**config.mk**
```make
export PLATFORM = sky130hd
export DESIGN_NAME = vlx_byte_writer
export DESIGN_NICKNAME = d
export VERILOG_FILES = /design/src/rtl/vlx_byte_writer_pkg.sv /design/src/rtl/vlx_wb_word_writer.sv /design/src/rtl/vlx_byte_writer.sv
export SDC_FILE = /design/constraint.sdc
export NUM_CORES = 1
export LEC_CHECK = 0
export CORE_MARGIN = 2
export CORE_UTILIZATION = 40
export CTS_CLUSTER_SIZE = 16
export DETAILED_ROUTE_END_ITERATION = 8
export PLACE_DENSITY = 0.73
export SLEW_MARGIN = 20
export SYNTH_ARGS = -nofsm -noshare
export SYNTH_HDL_FRONTEND = slang
export SYNTH_HIERARCHICAL = 1
export SYNTH_SLANG_ARGS = --single-unit
```
**constraint.sdc**
```tcl
create_clock -name clk_i -period 8.32 [get_ports clk_i]
set_clock_uncertainty 0.1 [all_clocks]
set_input_delay 1.664 -clock clk_i [delete_from_list [all_inputs] [get_ports clk_i]]
set_output_delay 1.664 -clock clk_i [all_outputs]
set_load 0.01 [all_outputs]
```
**src/rtl/vlx_byte_writer_pkg.sv**
```systemverilog
// Shared types and helpers for the VLX byte writer slice.
package vlx_pkg;

  typedef enum logic [0:0] {
    W_IDLE = 1'b0,
    W_REQ  = 1'b1
  } wstate_e;

  localparam logic [1:0] CFG_BASE = 2'd0;
  localparam logic [1:0] CFG_PTR  = 2'd1;
  localparam logic [1:0] CFG_CNT  = 2'd2;
  localparam logic [1:0] CFG_CTRL = 2'd3;

  // Lane select with the n leading (most significant) bytes enabled.
  function automatic logic [3:0] sel_mask(input logic [2:0] n);
    logic [3:0] m;
    case (n)
      3'd1:    m = 4'b1000;
      3'd2:    m = 4'b1100;
      3'd3:    m = 4'b1110;
      3'd4:    m = 4'b1111;
      default: m = 4'b0000;
    endcase
    return m;
  endfunction

endpackage

```
**src/rtl/vlx_wb_word_writer.sv**
```systemverilog
// Holding register plus single-beat Wishbone write master.
module vlx_wb_word_writer
  import vlx_pkg::*;
#(
  parameter int unsigned ADDR_W = 32
) (
  input  logic              clk_i,
  input  logic              rst_i,
  input  logic              load_i,
  input  logic [31:0]       load_dat_i,
  input  logic [3:0]        load_sel_i,
  input  logic [ADDR_W-1:0] ptr_i,
  output logic              hold_full_o,
  output logic              done_o,
  output logic              err_o,
  output logic [ADDR_W-1:0] wb_adr_o,
  output logic [31:0]       wb_dat_o,
  output logic [3:0]        wb_sel_o,
  output logic              wb_we_o,
  output logic              wb_cyc_o,
  output logic              wb_stb_o,
  input  logic              wb_ack_i,
  input  logic              wb_err_i
);

  wstate_e           state_q, state_d;
  logic              hold_full_q, hold_full_d;
  logic [31:0]       hold_dat_q, hold_dat_d;
  logic [3:0]        hold_sel_q, hold_sel_d;
  logic [ADDR_W-1:0] adr_q, adr_d;
  logic              in_req;

  // State register; async reset drops cyc/stb immediately.
  always_ff @(posedge clk_i or posedge rst_i) begin
    if (rst_i) state_q <= W_IDLE;
    else       state_q <= state_d;
  end

  // Next state: start when a word is held, finish on ack or err.
  always_comb begin
    state_d = state_q;
    case (state_q)
      W_IDLE:  if (hold_full_q) state_d = W_REQ;
      W_REQ:   if (wb_ack_i || wb_err_i) state_d = W_IDLE;
      default: state_d = W_IDLE;
    endcase
  end

  // Bus outputs and completion strobes decoded from state.
  always_comb begin
    in_req   = (state_q == W_REQ);
    wb_cyc_o = in_req;
    wb_stb_o = in_req;
    wb_we_o  = in_req;
    wb_adr_o = adr_q;
    wb_dat_o = hold_dat_q;
    wb_sel_o = hold_sel_q;
    done_o   = in_req & (wb_ack_i | wb_err_i);
    err_o    = in_req & wb_err_i;
    hold_full_o = hold_full_q;
  end

  // Holding register and latched address: freed on completion, refilled on load.
  always_comb begin
    hold_full_d = hold_full_q;
    hold_dat_d  = hold_dat_q;
    hold_sel_d  = hold_sel_q;
    adr_d       = adr_q;
    if (done_o) hold_full_d = 1'b0;
    if (load_i && !hold_full_q) begin
      hold_full_d = 1'b1;
      hold_dat_d  = load_dat_i;
      hold_sel_d  = load_sel_i;
    end
    if (state_q == W_IDLE && hold_full_q) adr_d = ptr_i;
  end

  // Holding / address flops.
  always_ff @(posedge clk_i or posedge rst_i) begin
    if (rst_i) begin
      hold_full_q <= 1'b0;
      hold_dat_q  <= '0;
      hold_sel_q  <= '0;
      adr_q       <= '0;
    end else begin
      hold_full_q <= hold_full_d;
      hold_dat_q  <= hold_dat_d;
      hold_sel_q  <= hold_sel_d;
      adr_q       <= adr_d;
    end
  end

endmodule

```
**src/rtl/vlx_byte_writer.sv**
```systemverilog
// Byte accept/pack front end and config registers of the VLX byte writer.
module vlx_byte_writer
  import vlx_pkg::*;
#(
  parameter int unsigned ADDR_W     = 32,
  parameter logic [7:0]  FLUSH_FILL = 8'h00
) (
  input  logic              clk_i,
  input  logic              rst_i,
  input  logic [7:0]        byte_i,
  input  logic              byte_valid_i,
  output logic              byte_ack_o,
  input  logic              cfg_we_i,
  input  logic [1:0]        cfg_addr_i,
  input  logic [31:0]       cfg_dat_i,
  output logic [31:0]       cfg_dat_o,
  output logic              busy_o,
  output logic [ADDR_W-1:0] wb_adr_o,
  output logic [31:0]       wb_dat_o,
  output logic [3:0]        wb_sel_o,
  output logic              wb_we_o,
  output logic              wb_cyc_o,
  output logic              wb_stb_o,
  input  logic              wb_ack_i,
  input  logic              wb_err_i
);

  logic [31:0]       pack_q, pack_d;
  logic [2:0]        cnt_q, cnt_d;
  logic              ack_q, ack_d;
  logic [ADDR_W-1:0] ptr_q, ptr_d;
  logic [31:0]       total_q, total_d;
  logic              err_q, err_d;
  logic              flush_q, flush_d;

  logic              accept, handoff;
  logic [31:0]       pack_a;
  logic [2:0]        cnt_a;
  logic [31:0]       ld_dat;
  logic [3:0]        ld_sel;
  logic              hold_full, wr_done, wr_err;
  logic [31:0]       ptr_rd;

  vlx_wb_word_writer #(.ADDR_W(ADDR_W)) u_wr (
    .clk_i       (clk_i),
    .rst_i       (rst_i),
    .load_i      (handoff),
    .load_dat_i  (ld_dat),
    .load_sel_i  (ld_sel),
    .ptr_i       (ptr_q),
    .hold_full_o (hold_full),
    .done_o      (wr_done),
    .err_o       (wr_err),
    .wb_adr_o    (wb_adr_o),
    .wb_dat_o    (wb_dat_o),
    .wb_sel_o    (wb_sel_o),
    .wb_we_o     (wb_we_o),
    .wb_cyc_o    (wb_cyc_o),
    .wb_stb_o    (wb_stb_o),
    .wb_ack_i    (wb_ack_i),
    .wb_err_i    (wb_err_i)
  );

  // Accept, pack, hand-off and config-register next-state logic.
  always_comb begin
    // cnt reaches 4 when a full word waits for the holding register.
    accept = byte_valid_i & ~ack_q & ~flush_q & (cnt_q != 3'd4);
    pack_a = pack_q;
    cnt_a  = cnt_q;
    if (accept) begin
      case (cnt_q)
        3'd0:    pack_a[31:24] = byte_i;
        3'd1:    pack_a[23:16] = byte_i;
        3'd2:    pack_a[15:8]  = byte_i;
        default: pack_a[7:0]   = byte_i;
      endcase
      cnt_a = cnt_q + 3'd1;
    end

    handoff = ~hold_full & ((cnt_a == 3'd4) | (flush_q & (cnt_a != 3'd0)));
    ld_sel  = sel_mask(cnt_a);
    ld_dat  = '0;
    for (int unsigned i = 0; i < 4; i++) begin
      ld_dat[31-8*i -: 8] = ld_sel[3-i] ? pack_a[31-8*i -: 8] : FLUSH_FILL;
    end

    cnt_d  = handoff ? 3'd0 : cnt_a;
    pack_d = handoff ? '0 : pack_a;
    ack_d  = accept;

    flush_d = flush_q;
    if (flush_q && (cnt_a == 3'd0 || handoff)) flush_d = 1'b0;
    if (cfg_we_i && cfg_addr_i == CFG_CTRL && cfg_dat_i[0]) flush_d = 1'b1;

    err_d = err_q;
    if (cfg_we_i && cfg_addr_i == CFG_CTRL && cfg_dat_i[1]) err_d = 1'b0;
    if (wr_err) err_d = 1'b1;

    ptr_d = ptr_q;
    if (wr_done) ptr_d = ptr_q + ADDR_W'(4);
    if (cfg_we_i && cfg_addr_i == CFG_BASE) ptr_d = {cfg_dat_i[ADDR_W-1:2], 2'b00};

    total_d = total_q;
    if (accept) total_d = total_q + 32'd1;
    if (cfg_we_i && cfg_addr_i == CFG_CNT) total_d = '0;
  end

  // Front-end and config flops.
  always_ff @(posedge clk_i or posedge rst_i) begin
    if (rst_i) begin
      pack_q  <= '0;
      cnt_q   <= '0;
      ack_q   <= 1'b0;
      ptr_q   <= '0;
      total_q <= '0;
      err_q   <= 1'b0;
      flush_q <= 1'b0;
    end else begin
      pack_q  <= pack_d;
      cnt_q   <= cnt_d;
      ack_q   <= ack_d;
      ptr_q   <= ptr_d;
      total_q <= total_d;
      err_q   <= err_d;
      flush_q <= flush_d;
    end
  end

  // Status outputs and combinational config readback.
  always_comb begin
    byte_ack_o = ack_q;
    busy_o     = (cnt_q != 3'd0) | hold_full | flush_q | wb_cyc_o;
    ptr_rd     = '0;
    ptr_rd[ADDR_W-1:0] = ptr_q;
    case (cfg_addr_i)
      CFG_BASE: cfg_dat_o = ptr_rd;
      CFG_PTR:  cfg_dat_o = ptr_rd;
      CFG_CNT:  cfg_dat_o = total_q;
      default:  cfg_dat_o = {29'd0, busy_o, err_q, flush_q};
    endcase
  end

endmodule

```
==> results.json, run 1 <==
{
  "status": "finished clean",
  "hold_viol_final": 0,
  "ys_seq_area_share_pct": 48.3,
  "overflow": 0,
  "final_nets": 1027,
  "hp-class": "flop to flop",
  "place_ws_ns": 2.95,
  "p_leak_nw": 4.96,
  "numCtsBuffers": 17,
  "ctsResizeCount": 0,
  "cts_setup_buffers": 0,
  "rr_worst_depth": 7,
  "ir_drop_mv": 0.165,
  "slew_violations": 0,
  "rsz0062_at_grt": "false",
  "cts_tree": "built",
  "die_area_um2": 23200,
  "synth_area_um2": 8810,
  "vias": 6584,
  "routed_via_density": 5.20,
  "core.rowCount": 54,
  "drt-met1-wl_um": 10100,
  "synth.distinct_cells": 59,
  "path_max_fanout": 29,
  "htree_levels": 4,
  "period_needed_ns": 5.41,
  "clk_latency_ns": 0.43,
  "drv_cap": 0,
  "finalWorstSetupSlack_ns": 2.91,
  "reg2reg_to": "u_wr/wb_dat_o[30]",
  "io_pins": 153,
  "drive_gt1_share_pct": 14.0,
  "routabilityCongestion": 0.788,
  "diodes": 0,
  "setup_tns_ns": 0,
  "wirelength_um": 22300,
  "track_usage_pct": 19.5,
  "setup_viol": 0,
  "crit_path_start": "cfg_addr_i[0]",
  "grt_pass1_vias": 6616,
  "cts_buffer_depth": 2,
  "relSlewSlack_pct": 34.2,
  "critPathLaunchType": "primary input",
  "top_layer": "met4",
  "critical_path.endpoint": "cfg_dat_o[17]",
  "wl_per_cell_um": 17.6,
  "dieHeight_um": 152,
  "cp.required_ns": 6.56,
  "drc": 0,
  "die_w_um": 152,
  "layoutNonFillerInstCount": 1266,
  "tightest_slew_ns": 0.959,
  "rrSetupSlack_ns": 5.04,
  "final_antenna_net_count": 0,
  "areaGrowthSynthToFinish_pct": 25.7,
  "path_class": "primary input to primary output",
  "max_freq_ghz": 0.185,
  "synth_seq_cells": 170,
  "ys.flop_type": "dfrtp_1",
  "holdBufCountCts": 0,
  "cts.sinks": 170,
  "async_flop_share_pct": 100,
  "grt_max_degree": 63,
  "end_kind": "primary output",
  "grt_pass1_wl_um": 36300,
  "antenna_found_initial": 0,
  "start_util_pct": 40.6,
  "wl_met2_um": 10600,
  "netlist_instances": 838,
  "hold_ws_ns": 0.400,
  "core_region_area_um2": 21700,
  "clk_pin_slew_ns": 0.07,
  "numPortBuffers": 152,
  "dp.cells": 1234,
  "dp_hpwl_um": 15400,
  "syn_avg_cell_area_um2": 10.5,
  "wl_met3_um": 1070,
  "fin_crit_sh_pct": 65.1,
  "drtIter0Drc": 356,
  "synth-edff-count": 0,
  "root_buffer": "clkbuf_16",
  "power_density_nw_per_um2": 317,
  "arrival_ns": 3.65,
  "rr_startpoint": "cnt_q[0]",
  "finalPower_mw": 3.51,
  "drtPass1Iterations": 4,
  "synth_warnings": 6
}
## synth_stat cells (4+ instances only)
| cell | n | area, um^2 |
|---|---|---|
| nor4_2 | 4 | 50.1 |
| nand4_1 | 15 | 93.8 |
| a21oi_1 | 9 | 45.0 |
| nor2_1 | 111 | 417 |
| dfrtp_1 | 170 | 4250 |
| buf_2 | 8 | 40.0 |
| buf_6 | 4 | 45.0 |
| nand3_1 | 25 | 125 |
| or3_1 | 6 | 37.5 |
| xnor2_1 | 41 | 359 |
| nand2_1 | 82 | 308 |
| nor4_1 | 9 | 56.3 |
| clkbuf_1 | 22 | 82.6 |
| ha_1 | 6 | 75.1 |
| o21a_1 | 5 | 37.5 |
| and3_1 | 8 | 50.1 |
| inv_1 | 39 | 146 |
| nor3_1 | 17 | 85.1 |
| mux2_2 | 10 | 113 |
| nor3b_1 | 4 | 30.0 |
| o21ai_1 | 9 | 45.0 |
| nor2b_1 | 6 | 37.5 |
| mux2_4 | 59 | 886 |
| and4_1 | 6 | 52.6 |
| mux2i_1 | 37 | 370 |
| xor2_1 | 19 | 166 |
| o21ai_0 | 57 | 285 |
## flip-flops by register name (all words and copies together) (netlist names)
name and cells:
flush_q 1, pack_q 32, u_wr/wb_dat_o 32, u_wr/hold_full_o 1
ptr_q 30, u_wr/wb_cyc_o 1, u_wr/wb_adr_o 32, total_q 32
err_q 1, u_wr/wb_sel_o 4, byte_ack_o 1, cnt_q 3
## stage by stage
stage | area, um^2 | util (%)
after floorplan | 8810 | -
after global routing | 11100 | 51.0
after detailed placement | 10500 | 48.2
final | 11100 | 51.0
after global placement | 10500 | 48.2
after CTS | 11100 | 51.0
## metal layers
layer | vias to the layer above | global-route usage (%)
met1 | 3242 | 26.2
met3 | 40 | 4.18
li1 | 3119 | -
met2 | 183 | 31.8
met4 | 0 | 6.10
met5 | - | 0
## layout make-up
cell class,instances,area [um^2]
Clock buffer,18,429
Clock inverter,14,179
Fill cell,1949,10600
Inverter,39,149
Multi-Input combinational cell,584,4120
Sequential cell,170,4250
Tap cell,280,350
Timing Repair Buffer,161,1590
## power breakdown
group          internal, mW  switching (mW)
logic                 0.748           0.637
clock network         0.458           0.372
registers              1.09           0.207
total                  2.29            1.22
## worst min-delay path by stage
stage / start / end / slack, ns / depth (start not counted)
after global placement: err_q / err_q / 0.36 / 1
after CTS: err_q / err_q / 0.40 / 1
after detailed placement: err_q / err_q / 0.39 / 1
final: err_q / err_q / 0.40 / 1
after global routing: err_q / err_q / 0.42 / 1
after floorplan: err_q / err_q / 0.35 / 1
## logic make-up after synthesis
logic type	synth area share (%)
and+or+nand+nor	18.0
DFF	48.3
muxes	15.5
AOI/OAI and AO/OA	6.21
buffers and inverters	5.14
xor gates and xnor gates	5.97
adders and majority gates	0.852
other	0.0426
## cells in the final DEF, fill, tap and decap left out, types with 3 or more instances in the layout
| master | instances |
|---|---|
| nand2_1 | 82 |
| mux2_2 | 10 |
| xor2_1 | 19 |
| nand4_1 | 15 |
| and4_1 | 6 |
| inv_1 | 37 |
| mux2_4 | 59 |
| nor4_2 | 4 |
| nand4_2 | 3 |
| nor2b_1 | 4 |
| o21ai_0 | 57 |
| and3_1 | 8 |
| nor3_1 | 17 |
| mux2i_1 | 37 |
| o21ai_1 | 9 |
| nor2_1 | 111 |
| ha_1 | 6 |
| clkdlybuf4s50_1 | 152 |
| nor4_1 | 9 |
| o21a_1 | 5 |
| inv_8 | 3 |
| xnor2_1 | 41 |
| a21oi_1 | 9 |
| nor3b_1 | 3 |
| buf_4 | 9 |
| dfrtp_1 | 170 |
| clkbuf_16 | 17 |
| or3_1 | 6 |
| and2_1 | 3 |
| nand3_1 | 25 |
| nand2_2 | 3 |
| inv_6 | 6 |
## critical path: stages
cell             delay [ns]
clkdlybuf4s50_1        0.68
nor2b_2                0.20
buf_4                  0.32
nand2_1                0.09
o21ai_0                0.10
clkdlybuf4s50_1        0.58
Note: power is estimated with default switching activity, not from simulation.
==> run 2, diff against run 1 <==
--- a/config.mk
+++ b/config.mk
@@ -9,7 +9,7 @@
 export CORE_UTILIZATION = 40
 export CTS_CLUSTER_SIZE = 16
 export DETAILED_ROUTE_END_ITERATION = 8
-export PLACE_DENSITY = 0.73
+export PLACE_DENSITY = 0.76
 export SLEW_MARGIN = 20
 export SYNTH_ARGS = -nofsm -noshare
 export SYNTH_HDL_FRONTEND = slang
==> constraint.sdc (replaced) <==
create_clock -name clk_i -period 4.7 [get_ports clk_i]
set_clock_uncertainty 0.1 [all_clocks]
set_input_delay 0.94 -clock clk_i [delete_from_list [all_inputs] [get_ports clk_i]]
set_output_delay 0.94 -clock clk_i [all_outputs]
set_load 0.01 [all_outputs]
==> run 2 against run 1 <==
  * Setup slack got worse by 2.1 ns
  * Sequential power grew 78%
  * Utilization grew 0.28 points
  * Total power grew 78%
  * Critical endpoint is now cfg_dat_o[15]
  * Highest routed layer unchanged
==> results.json, run 2 (synthesized netlist as in run 1, its figures left out) <==
{
  "cp.required_ns": 3.66,
  "final_antenna_net_count": 0,
  "grt_max_degree": 64,
  "path_max_fanout": 15,
  "ir_drop_mv": 0.275,
  "tightest_slew_ns": 1.01,
  "min_path_cells": 1,
  "slew_violations": 0,
  "final_cell_mix": "dfrtp_1, clkdlybuf4s50_1, nor2_1",
  "routabilityCongestion": 0.842,
  "rr_startpoint": "cnt_q[0]",
  "overflow": 0,
  "ctsResizeCount": 0,
  "core_region_area_um2": 21700,
  "start_util_pct": 40.6,
  "critPathLaunchType": "primary input",
  "status": "finished clean",
  "setup_viol": 0,
  "fin_crit_sh_pct": 82.1,
  "reg2reg_to": "u_wr/wb_dat_o[30]",
  "crit_top_cell": "clkdlybuf4s50_1",
  "cp_slowest_cell": "clkdlybuf4s50_1",
  "drv_cap": 0,
  "htree_levels": 4,
  "track_usage_pct": 19.6,
  "clk_latency_ns": 0.43,
  "areaGrowthSynthToFinish_pct": 26.4,
  "path_class": "primary input to primary output",
  "hold_ws_ns": 0.408,
  "dp_hpwl_um": 16000,
  "wl_per_cell_um": 17.6,
  "max_freq_ghz": 0.259,
  "wirelength_um": 22300,
  "vias": 6581,
  "routed_via_density": 5.18,
  "cts_buffer_depth": 2,
  "rr_worst_depth": 7,
  "dieHeight_um": 152,
  "crit_buf_inv": 3,
  "die_area_um2": 23200,
  "final_common_cell": "dfrtp_1",
  "drtIter0Drc": 500,
  "rrSetupSlack_ns": 1.46,
  "path_delay_family": "buffers and inverters",
  "whs_endpoint": "err_q",
  "die_w_um": 152,
  "final_nets": 1031,
  "hold_path.startpoint": "err_q",
  "drtPass1Iterations": 5,
  "numPortBuffers": 152,
  "arrival_ns": 2.82,
  "rsz0062_at_grt": "false",
  "core.rowCount": 54,
  "root_buffer": "clkbuf_16",
  "setup_tns_ns": 0,
  "drive_gt1_share_pct": 14.4,
  "relSlewSlack_pct": 30.9,
  "finish.utilization_pct": 51.3,
  "io_pins": 153,
  "holdBufCountCts": 0,
  "numCtsBuffers": 17,
  "grt_pass1_wl_um": 36500,
  "cts_tree": "built",
  "drc": 0,
  "cts_setup_buffers": 0,
  "hold_viol_final": 0,
  "p_leak_nw": 4.99,
  "power_density_nw_per_um2": 562,
  "cp_slowest_stage_delay_ns": 0.58,
  "period_needed_ns": 3.86,
  "antenna_found_initial": 1,
  "cts.sinks": 170,
  "clk_pin_slew_ns": 0.07,
  "grt_pass1_vias": 6691,
  "hp-class": "flop to flop",
  "cp_cell_sequence": "clkdlybuf4s50_1 > nor2b_2 > buf_4 > nand2_1 > o21ai_0 > clkdlybuf4s50_1",
  "end_kind": "primary output"
}
-- run 2: cell count changes in the layout (fill, tap and decap cells not counted) --
cell,change
buf_4,+4
bufinv_16,+1
clkbuf_1,-1
clkinv_2,+1
clkinv_4,+2
clkinv_8,+1
diode_2,+1
inv_6,-3
inv_8,-1
-- run 2: worst register-to-register path: stages (launching register included) --
cell,delay (ns)
dfrtp_1,0.52
inv_1,0.15
ha_1,0.41
nor4b_2,0.56
a21oi_1,0.13
mux2i_1,0.81
nor2_1,0.14
mux2_2,0.31
-- run 2: per-layer routing --
metal  global-route usage (%)  share of wire, %
met4                     4.85               1.5
met5                        0                 0
met1                     25.1                44
met3                     5.09               6.1
met2                     33.2                49
-- run 2: through the flow --
| stage | setup slack, ns | instance area, um^2 | power, mW | cells |
|---|---|---|---|---|
| final | 0.840 | 11100 | 6.25 | 1271 |
| after global routing | 0.717 | 11100 | 6.61 | 1270 |
| after CTS | 0.822 | 11100 | 6.31 | 1270 |
| after detailed placement | 0.834 | 10500 | 4.78 | 1238 |
| after global placement | 0.865 | 10500 | 4.70 | 1238 |
| after floorplan | 1.04 | 8810 | 3.84 | 839 |
-- run 2: layout make-up --
cell class	instances	area [um^2]
clock buffers	17	425
flip-flops and latches	170	4250
multi-input cells	584	4120
inverters	39	149
fillers	1941	10600
repair buffers	165	1620
well taps	280	350
clock inverters	15	210
diodes	1	2.50
-- run 2: power by group --
part	internal, mW	switching [mW]	total, mW
combinational	1.33	1.13	2.46
sequential	1.92	0.372	2.30
clock	0.859	0.639	1.50
-- run 2: worst max path at each step --
stage / from / to / slack, ns / depth (start not counted)
after floorplan: rst_i / byte_ack_o / 1.04 / 1
after global placement: cfg_addr_i[1] / cfg_dat_o[2] / 0.87 / 5
after CTS: cfg_addr_i[1] / cfg_dat_o[15] / 0.82 / 6
final: cfg_addr_i[1] / cfg_dat_o[15] / 0.84 / 6
after detailed placement: cfg_addr_i[1] / cfg_dat_o[2] / 0.83 / 5
after global routing: cfg_addr_i[1] / cfg_dat_o[15] / 0.72 / 6
